<file path="config.mk">
export PLATFORM = sky130hd
export DESIGN_NAME = sub3_complex_pipe_flat
export DESIGN_NICKNAME = d
export VERILOG_FILES = /design/src/rtl/sub3_complex_pipe_pkg.sv /design/src/rtl/sub3_complex_pipe_if.sv /design/src/rtl/sub3_complex_pipe_sub2_sat.sv /design/src/rtl/sub3_complex_pipe.sv /design/src/flat_wrapper.sv
export SDC_FILE = /design/constraint.sdc
export NUM_CORES = 1
export LEC_CHECK = 0
export ABC_AREA = 1
export ABC_CLOCK_PERIOD_IN_PS = 2300
export BUFFER_PORTS_ARGS = -buffer_cell sky130_fd_sc_hd__buf_2
export CORE_UTILIZATION = 56
export DETAILED_ROUTE_END_ITERATION = 12
export PLACE_DENSITY = 0.87
export REMOVE_ABC_BUFFERS = 1
export SLEW_MARGIN = 25
export SYNTH_ARGS = -nofsm -noshare
export SYNTH_HDL_FRONTEND = slang
export SYNTH_HIERARCHICAL = 1
export SYNTH_SLANG_ARGS = --single-unit
</file>
<file path="constraint.sdc">
create_clock -name clk -period 2.3 [get_ports clk]
set_input_delay 0.46 -clock clk [delete_from_list [all_inputs] [get_ports clk]]
set_output_delay 0.46 -clock clk [all_outputs]
set_load 0.05 [all_outputs]
</file>
<file path="src/rtl/sub3_complex_pipe_pkg.sv">
// Shared definitions for the three-operand complex subtractor pipeline.
//   - Default Q format and the derived width, plus MAXV/MINV for that width.
//   - sub_rule(): one W-bit two's complement subtract with overflow detect
//     and optional saturation. Width is a run-time argument so the same
//     function serves any parameterisation of the pipeline.
package sub3_complex_pkg;

  localparam int unsigned DefQi = 3;
  localparam int unsigned DefQf = 3;
  localparam int unsigned W     = DefQi + DefQf;

  // Largest and smallest value representable in a w-bit signed word.
  function automatic int max_of(input int unsigned w);
    return (1 << (w - 1)) - 1;
  endfunction

  function automatic int min_of(input int unsigned w);
    return -(1 << (w - 1));
  endfunction

  localparam int MAXV = max_of(W);
  localparam int MINV = min_of(W);

  typedef struct packed {
    logic signed [31:0] val;
    logic               ovf;
  } sub_res_t;

  // a and b are w-bit values sign-extended to 32 bits; w must be <= 31.
  // The exact difference fits in 32 bits, so overflow is simply "the
  // w-bit wrapped result differs from the exact one".
  function automatic sub_res_t sub_rule(input int unsigned      w,
                                        input bit               sat,
                                        input logic signed [31:0] a,
                                        input logic signed [31:0] b);
    sub_res_t           res;
    logic signed [31:0] diff;
    logic signed [31:0] wrapped;
    int unsigned        sh;
    diff    = a - b;
    sh      = 32 - w;
    wrapped = (diff <<< sh) >>> sh;
    res.ovf = (wrapped != diff);
    res.val = wrapped;
    // An overflowing subtract can only go positive when the minuend is
    // non-negative, so the minuend sign picks the rail.
    if (sat && res.ovf) begin
      res.val = a[31] ? min_of(w) : max_of(w);
    end
    return res;
  endfunction

endpackage

</file>
<file path="src/rtl/sub3_complex_pipe_if.sv">
// Stream bundle for sub3_complex_pipe.
//   Input side : in_valid/in_ready handshake carrying operands a, b, c (Re/Im).
//   Output side: out_valid/out_ready handshake carrying d (Re/Im) and ovf.
//   Status     : ovf_sticky, out_count; control ovf_clr.
// master = the block feeding and draining the pipe; slave = the pipe itself.
interface sub3_complex_pipe_if #(
  parameter int unsigned W     = 6,
  parameter int unsigned CNT_W = 16
);

  logic                in_valid;
  logic                in_ready;
  logic signed [W-1:0] a_Re;
  logic signed [W-1:0] a_Im;
  logic signed [W-1:0] b_Re;
  logic signed [W-1:0] b_Im;
  logic signed [W-1:0] c_Re;
  logic signed [W-1:0] c_Im;

  logic                out_valid;
  logic                out_ready;
  logic signed [W-1:0] d_Re;
  logic signed [W-1:0] d_Im;
  logic                ovf;

  logic                ovf_sticky;
  logic                ovf_clr;
  logic [CNT_W-1:0]    out_count;

  modport master (
    output in_valid, a_Re, a_Im, b_Re, b_Im, c_Re, c_Im, out_ready, ovf_clr,
    input  in_ready, out_valid, d_Re, d_Im, ovf, ovf_sticky, out_count
  );

  modport slave (
    input  in_valid, a_Re, a_Im, b_Re, b_Im, c_Re, c_Im, out_ready, ovf_clr,
    output in_ready, out_valid, d_Re, d_Im, ovf, ovf_sticky, out_count
  );

endinterface

</file>
<file path="src/rtl/sub3_complex_pipe_sub2_sat.sv">
// sub2_sat: combinational W-bit signed subtract d_o = a_i - b_i.
//   a_i, b_i : W-bit signed operands (minuend, subtrahend)
//   d_o      : W-bit result, wrapped (SAT=0) or saturated (SAT=1)
//   ovf_o    : high when the exact difference is not representable
module sub2_sat
  import sub3_complex_pkg::*;
#(
  parameter int unsigned W   = 6,
  parameter int unsigned SAT = 0
) (
  input  logic signed [W-1:0] a_i,
  input  logic signed [W-1:0] b_i,
  output logic signed [W-1:0] d_o,
  output logic                ovf_o
);

  sub_res_t           res;
  logic signed [31:0] a_ext;
  logic signed [31:0] b_ext;

  always_comb begin
    a_ext = {{(32 - W){a_i[W-1]}}, a_i};
    b_ext = {{(32 - W){b_i[W-1]}}, b_i};
    res   = sub_rule(W, (SAT != 0), a_ext, b_ext);
    d_o   = res.val[W-1:0];
    ovf_o = res.ovf;
  end

endmodule

</file>
<file path="src/rtl/sub3_complex_pipe.sv">
// sub3_complex_pipe: streaming complex d = a - b - c in QI.QF two's complement.
//   clk   : rising-edge clock
//   rst_n : asynchronous active-low reset, discards everything in flight
//   bus   : slave side of sub3_complex_pipe_if
//           in_valid/in_ready + a, b, c  -> stage 1 (p = a - b, c carried along)
//           stage 2 (d = p - c) -> out_valid/out_ready + d, ovf
//           ovf_sticky (set wins over ovf_clr), out_count (accepted outputs)
// Two registered stages, one result per cycle, in_ready is combinational from
// out_ready (no skid buffer), so at most two triples are ever held.
module sub3_complex_pipe
  import sub3_complex_pkg::*;
#(
  parameter int unsigned QI    = DefQi,
  parameter int unsigned QF    = DefQf,
  parameter int unsigned SAT   = 0,
  parameter int unsigned CNT_W = 16
) (
  input logic               clk,
  input logic               rst_n,
  sub3_complex_pipe_if.slave bus
);

  localparam int unsigned Wd = QI + QF;

  // Stage 1 state
  logic              s1_valid_q, s1_valid_d;
  logic signed [Wd-1:0] p_re_q, p_re_d, p_im_q, p_im_d;
  logic signed [Wd-1:0] c_re_q, c_re_d, c_im_q, c_im_d;
  logic              ovf1_q, ovf1_d;

  // Output stage state
  logic              out_valid_q, out_valid_d;
  logic signed [Wd-1:0] d_re_q, d_re_d, d_im_q, d_im_d;
  logic              ovf_q, ovf_d;

  logic              sticky_q, sticky_d;
  logic [CNT_W-1:0]  count_q, count_d;

  // Subtractor results
  logic signed [Wd-1:0] p_re, p_im, d_re, d_im;
  logic              ovf1_re, ovf1_im, ovf2_re, ovf2_im;

  logic s2_adv;
  logic in_ready;
  logic in_hs;
  logic out_acc;

  sub2_sat #(.W(Wd), .SAT(SAT)) u_s1_re (
    .a_i  (bus.a_Re),
    .b_i  (bus.b_Re),
    .d_o  (p_re),
    .ovf_o(ovf1_re)
  );

  sub2_sat #(.W(Wd), .SAT(SAT)) u_s1_im (
    .a_i  (bus.a_Im),
    .b_i  (bus.b_Im),
    .d_o  (p_im),
    .ovf_o(ovf1_im)
  );

  // Stage 2 works on the registered (already saturated, if SAT) p.
  sub2_sat #(.W(Wd), .SAT(SAT)) u_s2_re (
    .a_i  (p_re_q),
    .b_i  (c_re_q),
    .d_o  (d_re),
    .ovf_o(ovf2_re)
  );

  sub2_sat #(.W(Wd), .SAT(SAT)) u_s2_im (
    .a_i  (p_im_q),
    .b_i  (c_im_q),
    .d_o  (d_im),
    .ovf_o(ovf2_im)
  );

  always_comb begin
    s2_adv   = !out_valid_q || bus.out_ready;
    in_ready = !s1_valid_q || s2_adv;
    in_hs    = bus.in_valid && in_ready;
    out_acc  = out_valid_q && bus.out_ready;

    // Stage 1: fill on handshake, empty when it moves on with nothing behind.
    s1_valid_d = s1_valid_q;
    p_re_d     = p_re_q;
    p_im_d     = p_im_q;
    c_re_d     = c_re_q;
    c_im_d     = c_im_q;
    ovf1_d     = ovf1_q;
    if (in_hs) begin
      s1_valid_d = 1'b1;
      p_re_d     = p_re;
      p_im_d     = p_im;
      c_re_d     = bus.c_Re;
      c_im_d     = bus.c_Im;
      ovf1_d     = ovf1_re | ovf1_im;
    end else if (s2_adv) begin
      s1_valid_d = 1'b0;
    end

    // Output stage: data only changes when a real sample moves in, so the
    // result holds still while stalled and after it has been taken.
    out_valid_d = out_valid_q;
    d_re_d      = d_re_q;
    d_im_d      = d_im_q;
    ovf_d       = ovf_q;
    if (s2_adv) begin
      out_valid_d = s1_valid_q;
      if (s1_valid_q) begin
        d_re_d = d_re;
        d_im_d = d_im;
        ovf_d  = ovf1_q | ovf2_re | ovf2_im;
      end
    end

    sticky_d = sticky_q;
    if (out_acc && ovf_q) begin
      sticky_d = 1'b1;
    end else if (bus.ovf_clr) begin
      sticky_d = 1'b0;
    end

    count_d = out_acc ? count_q + 1'b1 : count_q;
  end

  always_ff @(posedge clk or negedge rst_n) begin
    if (!rst_n) begin
      s1_valid_q  <= 1'b0;
      p_re_q      <= '0;
      p_im_q      <= '0;
      c_re_q      <= '0;
      c_im_q      <= '0;
      ovf1_q      <= 1'b0;
      out_valid_q <= 1'b0;
      d_re_q      <= '0;
      d_im_q      <= '0;
      ovf_q       <= 1'b0;
      sticky_q    <= 1'b0;
      count_q     <= '0;
    end else begin
      s1_valid_q  <= s1_valid_d;
      p_re_q      <= p_re_d;
      p_im_q      <= p_im_d;
      c_re_q      <= c_re_d;
      c_im_q      <= c_im_d;
      ovf1_q      <= ovf1_d;
      out_valid_q <= out_valid_d;
      d_re_q      <= d_re_d;
      d_im_q      <= d_im_d;
      ovf_q       <= ovf_d;
      sticky_q    <= sticky_d;
      count_q     <= count_d;
    end
  end

  assign bus.in_ready   = in_ready;
  assign bus.out_valid  = out_valid_q;
  assign bus.d_Re       = d_re_q;
  assign bus.d_Im       = d_im_q;
  assign bus.ovf        = ovf_q;
  assign bus.ovf_sticky = sticky_q;
  assign bus.out_count  = count_q;

endmodule

</file>
<file path="src/flat_wrapper.sv">
// flat-port wrapper written by rule: the top's interface ports become plain ports
module sub3_complex_pipe_flat import sub3_complex_pkg::*;
#(
  parameter int unsigned QI    = DefQi,
  parameter int unsigned QF    = DefQf,
  parameter int unsigned SAT   = 0,
  parameter int unsigned CNT_W = 16
)
  (clk, rst_n, bus_in_valid, bus_a_Re, bus_a_Im, bus_b_Re, bus_b_Im, bus_c_Re, bus_c_Im, bus_out_ready, bus_ovf_clr, bus_in_ready, bus_out_valid, bus_d_Re, bus_d_Im, bus_ovf, bus_ovf_sticky, bus_out_count);
  sub3_complex_pipe_if #(.W(6), .CNT_W(CNT_W)) bus_i ();
  input logic clk;
  input logic rst_n;
  input wire logic [$bits(bus_i.in_valid)-1:0] bus_in_valid;
  input wire logic [$bits(bus_i.a_Re)-1:0] bus_a_Re;
  input wire logic [$bits(bus_i.a_Im)-1:0] bus_a_Im;
  input wire logic [$bits(bus_i.b_Re)-1:0] bus_b_Re;
  input wire logic [$bits(bus_i.b_Im)-1:0] bus_b_Im;
  input wire logic [$bits(bus_i.c_Re)-1:0] bus_c_Re;
  input wire logic [$bits(bus_i.c_Im)-1:0] bus_c_Im;
  input wire logic [$bits(bus_i.out_ready)-1:0] bus_out_ready;
  input wire logic [$bits(bus_i.ovf_clr)-1:0] bus_ovf_clr;
  output wire logic [$bits(bus_i.in_ready)-1:0] bus_in_ready;
  output wire logic [$bits(bus_i.out_valid)-1:0] bus_out_valid;
  output wire logic [$bits(bus_i.d_Re)-1:0] bus_d_Re;
  output wire logic [$bits(bus_i.d_Im)-1:0] bus_d_Im;
  output wire logic [$bits(bus_i.ovf)-1:0] bus_ovf;
  output wire logic [$bits(bus_i.ovf_sticky)-1:0] bus_ovf_sticky;
  output wire logic [$bits(bus_i.out_count)-1:0] bus_out_count;
  assign bus_i.in_valid = bus_in_valid;
  assign bus_i.a_Re = bus_a_Re;
  assign bus_i.a_Im = bus_a_Im;
  assign bus_i.b_Re = bus_b_Re;
  assign bus_i.b_Im = bus_b_Im;
  assign bus_i.c_Re = bus_c_Re;
  assign bus_i.c_Im = bus_c_Im;
  assign bus_i.out_ready = bus_out_ready;
  assign bus_i.ovf_clr = bus_ovf_clr;
  assign bus_in_ready = bus_i.in_ready;
  assign bus_out_valid = bus_i.out_valid;
  assign bus_d_Re = bus_i.d_Re;
  assign bus_d_Im = bus_i.d_Im;
  assign bus_ovf = bus_i.ovf;
  assign bus_ovf_sticky = bus_i.ovf_sticky;
  assign bus_out_count = bus_i.out_count;
  sub3_complex_pipe #(.QI(QI), .QF(QF), .SAT(SAT), .CNT_W(CNT_W)) u_core (.clk(clk), .rst_n(rst_n), .bus(bus_i));
endmodule
</file>
==> results of run 1 <==
-- cell usage in the layout (no fill, tap or decap) --
master       n
nand2_1    209
inv_1       95
buf_2       72
dfrtp_1     57
ha_1        25
nor2_1      23
nand3_1     22
a21oi_1     16
xnor2_1     15
clkbuf_8    12
nor3_1      10
nand2_2      7
xor2_1       7
nand4_1      5
fa_1         4
clkinv_2     2
clkbuf_1     2
nand2_4      2
nor2_4       2
o21ai_0      2
bufinv_16    1
nand3_2      1
nor3_4       1
nor3_2       1
inv_4        1
o31ai_1      1
o22ai_1      1
buf_12       1
-- cell families after synthesis --
logic type | after synthesis | share of synthesized area
compound gates | 20 | 0.0279
xor+xnor | 22 | 0.0517
fa+ha+maj | 29 | 0.105
buf+inv | 103 | 0.113
flops | 57 | 0.383
simple gates | 283 | 0.319
-- metrics by stage --
| step | setup WS, ns | cell area, um2 | util | std cells | total power [mW] |
|---|---|---|---|---|---|
| 2_1_floorplan | 0.448 | 3670 | - | 508 | 2.96 |
| 3_3_place_gp | 0.424 | 4150 | 0.649 | 658 | 3.37 |
| 3_5_place_dp | 0.375 | 4150 | 0.649 | 658 | 3.44 |
| 4_1_cts | 0.369 | 4360 | 0.682 | 674 | 4.42 |
| 5_1_grt | 0.177 | 4360 | 0.682 | 674 | 4.72 |
| 6_report | 0.378 | 4360 | 0.682 | 674 | 4.39 |
-- final cells by class --
class                   count  area, um2  area share
flip-flops and latches     57       1430       0.327
clock buffers              14        173      0.0396
multi-input cells         354       1880       0.431
inverters                  97        368      0.0845
clock inverters             2       35.0     0.00804
repair buffers             73        380      0.0873
well taps                  77       96.3      0.0221
-- power by group --
group	leakage, nW	internal, mW	switching, mW	total [mW]
clock network	0.107	0.588	0.377	0.965
registers	0.693	1.25	0.184	1.44
logic	1.85	0.585	1.40	1.99
-- critical path, stage by stage, from the launching register on --
cell,delay (ns)
dfrtp_1,0.35
inv_1,0.05
ha_1,0.26
fa_1,0.44
nor3_1,0.22
nor2_1,0.07
nand2_1,0.06
nand2_1,0.05
o31ai_1,0.19
o21ai_0,0.12
-- layer usage --
| metal | share of wire | track usage | vias to the layer above |
|---|---|---|---|
| met5 | 0 | 0 | - |
| met4 | 0.021 | 0.0986 | 0 |
| met3 | 0.046 | 0.0554 | 21 |
| met2 | 0.50 | 0.434 | 98 |
| met1 | 0.43 | 0.268 | 1518 |
| li1 | - | - | 1708 |
-- sequential cells by signal, indices dropped and copies added (netlist names) --
| name | count |
|---|---|
| u_core/bus.d_Im | 6 |
| u_core/bus.d_Re | 6 |
| u_core/bus.out_count | 16 |
| u_core/bus.out_valid | 1 |
| u_core/bus.ovf | 1 |
| u_core/bus.ovf_sticky | 1 |
| u_core/c_im_q | 6 |
| u_core/c_re_q | 6 |
| u_core/ovf1_q | 1 |
| u_core/p_im_q | 6 |
| u_core/p_re_q | 6 |
| u_core/s1_valid_q | 1 |
-- worst paths after layout --
check	from	to	slack [ns]
worst min-delay path	rst_n	u_core/bus.out_count[5]	0.12
worst max register to register	u_core/p_im_q[0]	u_core/bus.ovf	0.38
worst max-delay path	u_core/p_im_q[0]	u_core/bus.ovf	0.38
max in group asynchronous	rst_n	u_core/p_im_q[1]	1.93
worst min register to register	u_core/bus.d_Re[3]	u_core/bus.d_Re[3]	0.47
min in group clk	bus_ovf_clr	u_core/bus.ovf_sticky	0.32
==> flow_summary_export.csv, run 1 <==
group,metric,value,unit
global_route,grt_pass1_wl,13.7,mm
routing,wl,7.52,mm
floorplan,dieHeight,83.6,um
clock_tree,hold_buffers,0,
final_layout,n_fill_cell,519,
sta,min_period,1.92,ns
clock_tree,clock-sinks,57,
final_layout,antenna_cells,0,
synthesis,async_flop_share,1.00,
clock_tree,root_buffer,"clkbuf_8",
synthesis,ys_types,26,
flow_run,cap_violations,0,
critical_path,rr_worst_depth,9,
final_layout,final_net_count,662,
place,finalWeightedCongestion,0.930,
final_layout,final_layout_size_suffix_gt1_frac,0.173,
critical_path,crit_arrival,2.12,ns
synthesis,synth_most_common_cell,"nand2_1",
clock_tree,cts_resized,0,
synthesis,synth_area,3720,um2
place,hpwl,5.81,mm
global_route,grt_pass1_vias,3392,
synthesis,synth_edf_count,0,
clock_tree,postCtsSetupBuffers,0,
synthesis,ys_seq_area_frac,0.383,
routing,drt_iter0_markers,134,
floorplan,start_util,0.583,
synthesis,yosysTopAreaCellShare,0.383,
critical_path,cp-end-kind,"flop",
routing,routed-via-count,3345,
sta,drv_slew,0,
floorplan,num_io_pins,73,
clock_tree,clk_latency,0.33,ns
synthesis,synthCells,514,
sta,period_share,0.836,
synthesis,yosys-top-cells-count,"nand2_1 (209), inv_1 (95), dfrtp_1 (57)",
routing,drtAntennaViolNets,0,
sta,clock-skew-final,0.00919,ns
routing,drtPass1Iterations,5,
sta,tightestPinTransition,0.367,ns
min_path,holdCritPathClass,"input pin to asynchronous set/reset pin",
sta,holdWs,0.119,ns
sta,relSlewSlack,0.755,
synthesis,yosysTopAreaCell,"dfrtp_1",
final_layout,syn_to_final_growth,16.9,%
floorplan,die_area,6980,um2
synthesis,synth_area_leaders,"dfrtp_1 (38%), nand2_1 (21%), inv_1 (9.6%), ha_1 (8.4%), xnor2_1 (3.5%)",
routing,via_per_inst,4.96,
sta,hold_viol_final,0,
clock_tree,cts_tree,"done",
global_route,grt_antenna_before_repair,0,
clock_tree,cts_max_path_buffers,2,
synthesis,synth_area_per_cell,7.25,um2
synthesis,yosysWarnings,6,
sta,finalSetupViolations,0,
floorplan,row_count,29,
floorplan,core,6390,um2
clock_tree,cts.htree.levels,3,
sta,timing.setup.tns,0,ns
floorplan,die_w,83.6,um
global_route,grt_max_degree,58,
critical_path,cp_max_fo,3,
pwr,ir_worst_vdd,933,uV
critical_path,required,2.50,ns
global_route,grt_usage,0.239,
clock_tree,cts_buffers,9,
sta,fmax,520,MHz
routing,drc,0,
global_route,grt_overflow,0,
routing,wl_per_cell,11.2,um
status,status,"completed",
place,portBuffers,72,
critical_path,cp-start-kind,"flop",
synthesis,ys.flop_type,"dfrtp_1",
pwr,p_per_area,1010,nW/um2
critical_path,criticalPathCategory,"flop to flop",
synthesis,ys_ff_latch,57,
sta,rsz0062_at_grt,"false",
clock_tree,clkTransAtPathRegs,0.06,ns
pwr,total_leakage_power,2.65,nW
Note: power is estimated with default switching activity, not from simulation.
==> inputs of run 2 (changes only) <==
- ABC_AREA: 1 -> 0
- ABC_CLOCK_PERIOD_IN_PS: 2300 -> 1900
- CORE_UTILIZATION: 56 -> 54
- PLACE_DENSITY: 0.87 -> 0.86
- clock period: 2.3 -> 1.9 ns (I/O delays scaled with it)
==> run 2 against run 1 <==
Compared with the run above:
- first-iteration DRC count down 19%
- worst hold slack got worse by 0.080 ns
- die area down 9.4%
- non-clock buffer count rose by 4
- utilization increased by 1.0 points
- fmax grew 4.5%
- wire length decreased by 19%
- largest power group unchanged
==> flow_summary_export.csv, run 2 <==
group,metric,value,unit
synthesis,ys_ff_latch,57,
routing,wl,6.12,mm
synthesis,ys.flop_type,"dfrtp_1",
floorplan,die_area,6320,um2
critical_path,max_stage_delay,0.40,ns
clock_tree,cts_buffers,9,
sta,finalSetupViolations,0,
final_layout,antenna_cells,0,
synthesis,synth_area,3240,um2
synthesis,yosysTopAreaCellShare,0.440,
critical_path,cp_max_fo,2,
final_layout,layout_common_cells,"buf_2 (72), dfrtp_1 (57), inv_1 (45)",
critical_path,regToRegSetupSlack,0.06,ns
clock_tree,cts_tree,"done",
clock_tree,cts_max_path_buffers,2,
clock_tree,hold_buffers,0,
critical_path,cp-start-kind,"flop",
synthesis,synth_edf_count,0,
clock_tree,root_buffer,"clkbuf_8",
global_route,grt_antenna_before_repair,0,
critical_path,cp-end-kind,"flop",
sta,tightestPinTransition,0.502,ns
synthesis,synth_area_per_cell,11.3,um2
global_route,grt_pass1_vias,2322,
synthesis,synth_most_common_cell,"dfrtp_1",
final_layout,mostFrequentLayoutCell,"buf_2",
routing,wl_per_cell,13.6,um
pwr,ir_worst_vdd,709,uV
routing,via_per_inst,5.08,
sta,min_period,1.84,ns
global_route,grt.met3_usage,0.0503,
clock_tree,clkTransAtPathRegs,0.06,ns
critical_path,cpMostUsedCell,"inv_1",
sta,fmax,543,MHz
final_layout,syn_to_final_growth,20.4,%
global_route,grt_usage,0.213,
critical_path,criticalPathCategory,"flop to flop",
synthesis,yosysTopAreaCell,"dfrtp_1",
sta,period_share,0.968,
synthesis,ys_seq_area_frac,0.440,
synthesis,synthCells,286,
floorplan,core,5640,um2
place,hpwl,4.61,mm
place,finalWeightedCongestion,0.751,
sta,holdWs,0.0383,ns
global_route,grt_overflow,0,
global_route,busiest_layer,"met2",
routing,drt_iter0_markers,109,
routing,drtPass1Iterations,4,
synthesis,yosys-top-cells-count,"dfrtp_1 (57), inv_1 (45), mux2_2 (37)",
min_path,holdCritPathClass,"input pin to asynchronous set/reset pin",
synthesis,async_flop_share,1.00,
floorplan,dieHeight,79.5,um
sta,relSlewSlack,0.665,
routing,drtAntennaViolNets,0,
routing,routed-via-count,2276,
floorplan,num_io_pins,73,
final_layout,postLayoutCellArea,3910,um2
routing,drc,0,
global_route,grt_pass1_wl,10.1,mm
sta,hold_viol_final,0,
clock_tree,cts.htree.levels,3,
place,portBuffers,72,
synthesis,yosysWarnings,6,
synthesis,ys_types,29,
sta,drv_slew,0,
status,status,"completed",
place,placed_area,3710,um2
synthesis,synth_area_leaders,"dfrtp_1 (44%), mux2_2 (13%), ha_1 (9.6%), xnor2_1 (7.8%), inv_1 (5.2%)",
clock_tree,clock-sinks,57,
critical_path,required,2.11,ns
flow_run,cap_violations,0,
clock_tree,clk_latency,0.33,ns
final_layout,final_net_count,441,
critical_path,slowest_stage,"fa_2",
floorplan,start_util,0.575,
sta,clock-skew-final,0.00590,ns
global_route,grt_max_degree,58,
final_layout,final_layout_size_suffix_gt1_frac,0.372,
floorplan,die_w,79.5,um
pwr,total_leakage_power,2.04,nW
critical_path,crit_arrival,2.05,ns
pwr,p_per_area,1320,nW/um2
floorplan,row_count,27,
critical_path,crit_path_cell_trace,"inv_1 -> ha_2 -> fa_2 -> inv_1 -> a21o_1 -> a41o_1 -> xnor2_1 -> nor3_1 -> o21ai_1",
final_layout,largest_reg_flops,16,
global_route,grtUsageMet1,0.235,
global_route,met2_usage,0.379,
## run 2: cell types whose count changed after synthesis, moves of 5 or more
cell	previous run	this run
xnor2_1	15	29
nand2_2	7	0
inv_1	95	45
mux2_2	0	37
nand2_1	209	11
o21ai_0	2	7
nor2_1	23	1
nor3_1	10	1
nand2b_1	0	7
a21oi_1	16	4
nand3_1	22	12
## run 2: stage by stage
stage               power [mW]  TNS, ns  instances  setup slack (ns)  utilization
floorplan                 3.59    -2.55        283            -0.106            -
global placement          4.05        0        430            0.0409        0.657
detailed placement        4.17  -0.0561        430           -0.0325        0.657
CTS                       5.17        0        446          0.000498        0.688
global route              5.46  -0.0378        448           -0.0378        0.692
finish                    5.15        0        448            0.0600        0.692
## run 2: worst paths after layout
path | to | cells past startpoint | startpoint
max | u_core/bus.ovf | 9 | u_core/p_re_q[0]
min | u_core/bus.d_Re[2] | 2 | rst_n
max reg2reg | u_core/bus.ovf | 9 | u_core/p_re_q[0]
min reg2reg | u_core/bus.out_count[15] | 1 | u_core/bus.out_count[15]
max in group asynchronous | u_core/p_im_q[4] | 2 | rst_n
min in group clk | u_core/bus.ovf_sticky | 2 | bus_ovf_clr
## run 2: report_power, final
group          internal [mW]  switching [mW]  total (mW)
sequential              1.54           0.245        1.79
clock                  0.538           0.449       0.987
combinational          0.898            1.47        2.37
## run 2: cell families (layout without fill, tap and decap cells)
group | Yosys count | in the layout | share of synthesized area
multiplexers | 37 | 37 | 0.128
flip-flops | 57 | 57 | 0.440
adder cells (fa/ha/maj) | 29 | 29 | 0.121
buffers and inverters | 48 | 138 | 0.0590
AO/OA/AOI/OAI | 31 | 31 | 0.0710
XOR/XNOR | 35 | 35 | 0.0945
AND/OR/NAND/NOR | 49 | 49 | 0.0864
## run 2: what timing repair did
action	4_1_cts	5_1_grt
hold endpoints to repair	0	0
resized for setup	0	6
endpoints found under the setup margin	0	3
buffers inserted	0	2
## run 2: cell type report
class | instances | area [um2]
clock buffer | 13 | 159
clock inverter | 3 | 15.0
fill | 414 | 1740
inverter | 45 | 169
multi-input combinational | 181 | 1640
sequential | 57 | 1430
tap | 72 | 90.1
timing repair buffer | 77 | 410
## run 2: routing by layer
layer,wire (um),share of wire,up-vias
li1,-,-,1127
met3,283,0.046,14
met1,2530,0.41,1073
met4,161,0.026,0
met5,0,0,-
met2,3140,0.51,62
## run 2: worst max-delay path, delay by kind of cell (launching register included)
kind,cells,cell delay (ns)
flip-flops,1,0.37
AND/OR/NAND/NOR,1,0.19
adder cells (fa/ha/maj),2,0.60
buffers and inverters,2,0.12
XOR/XNOR,1,0.06
AO/OA/AOI/OAI,3,0.39
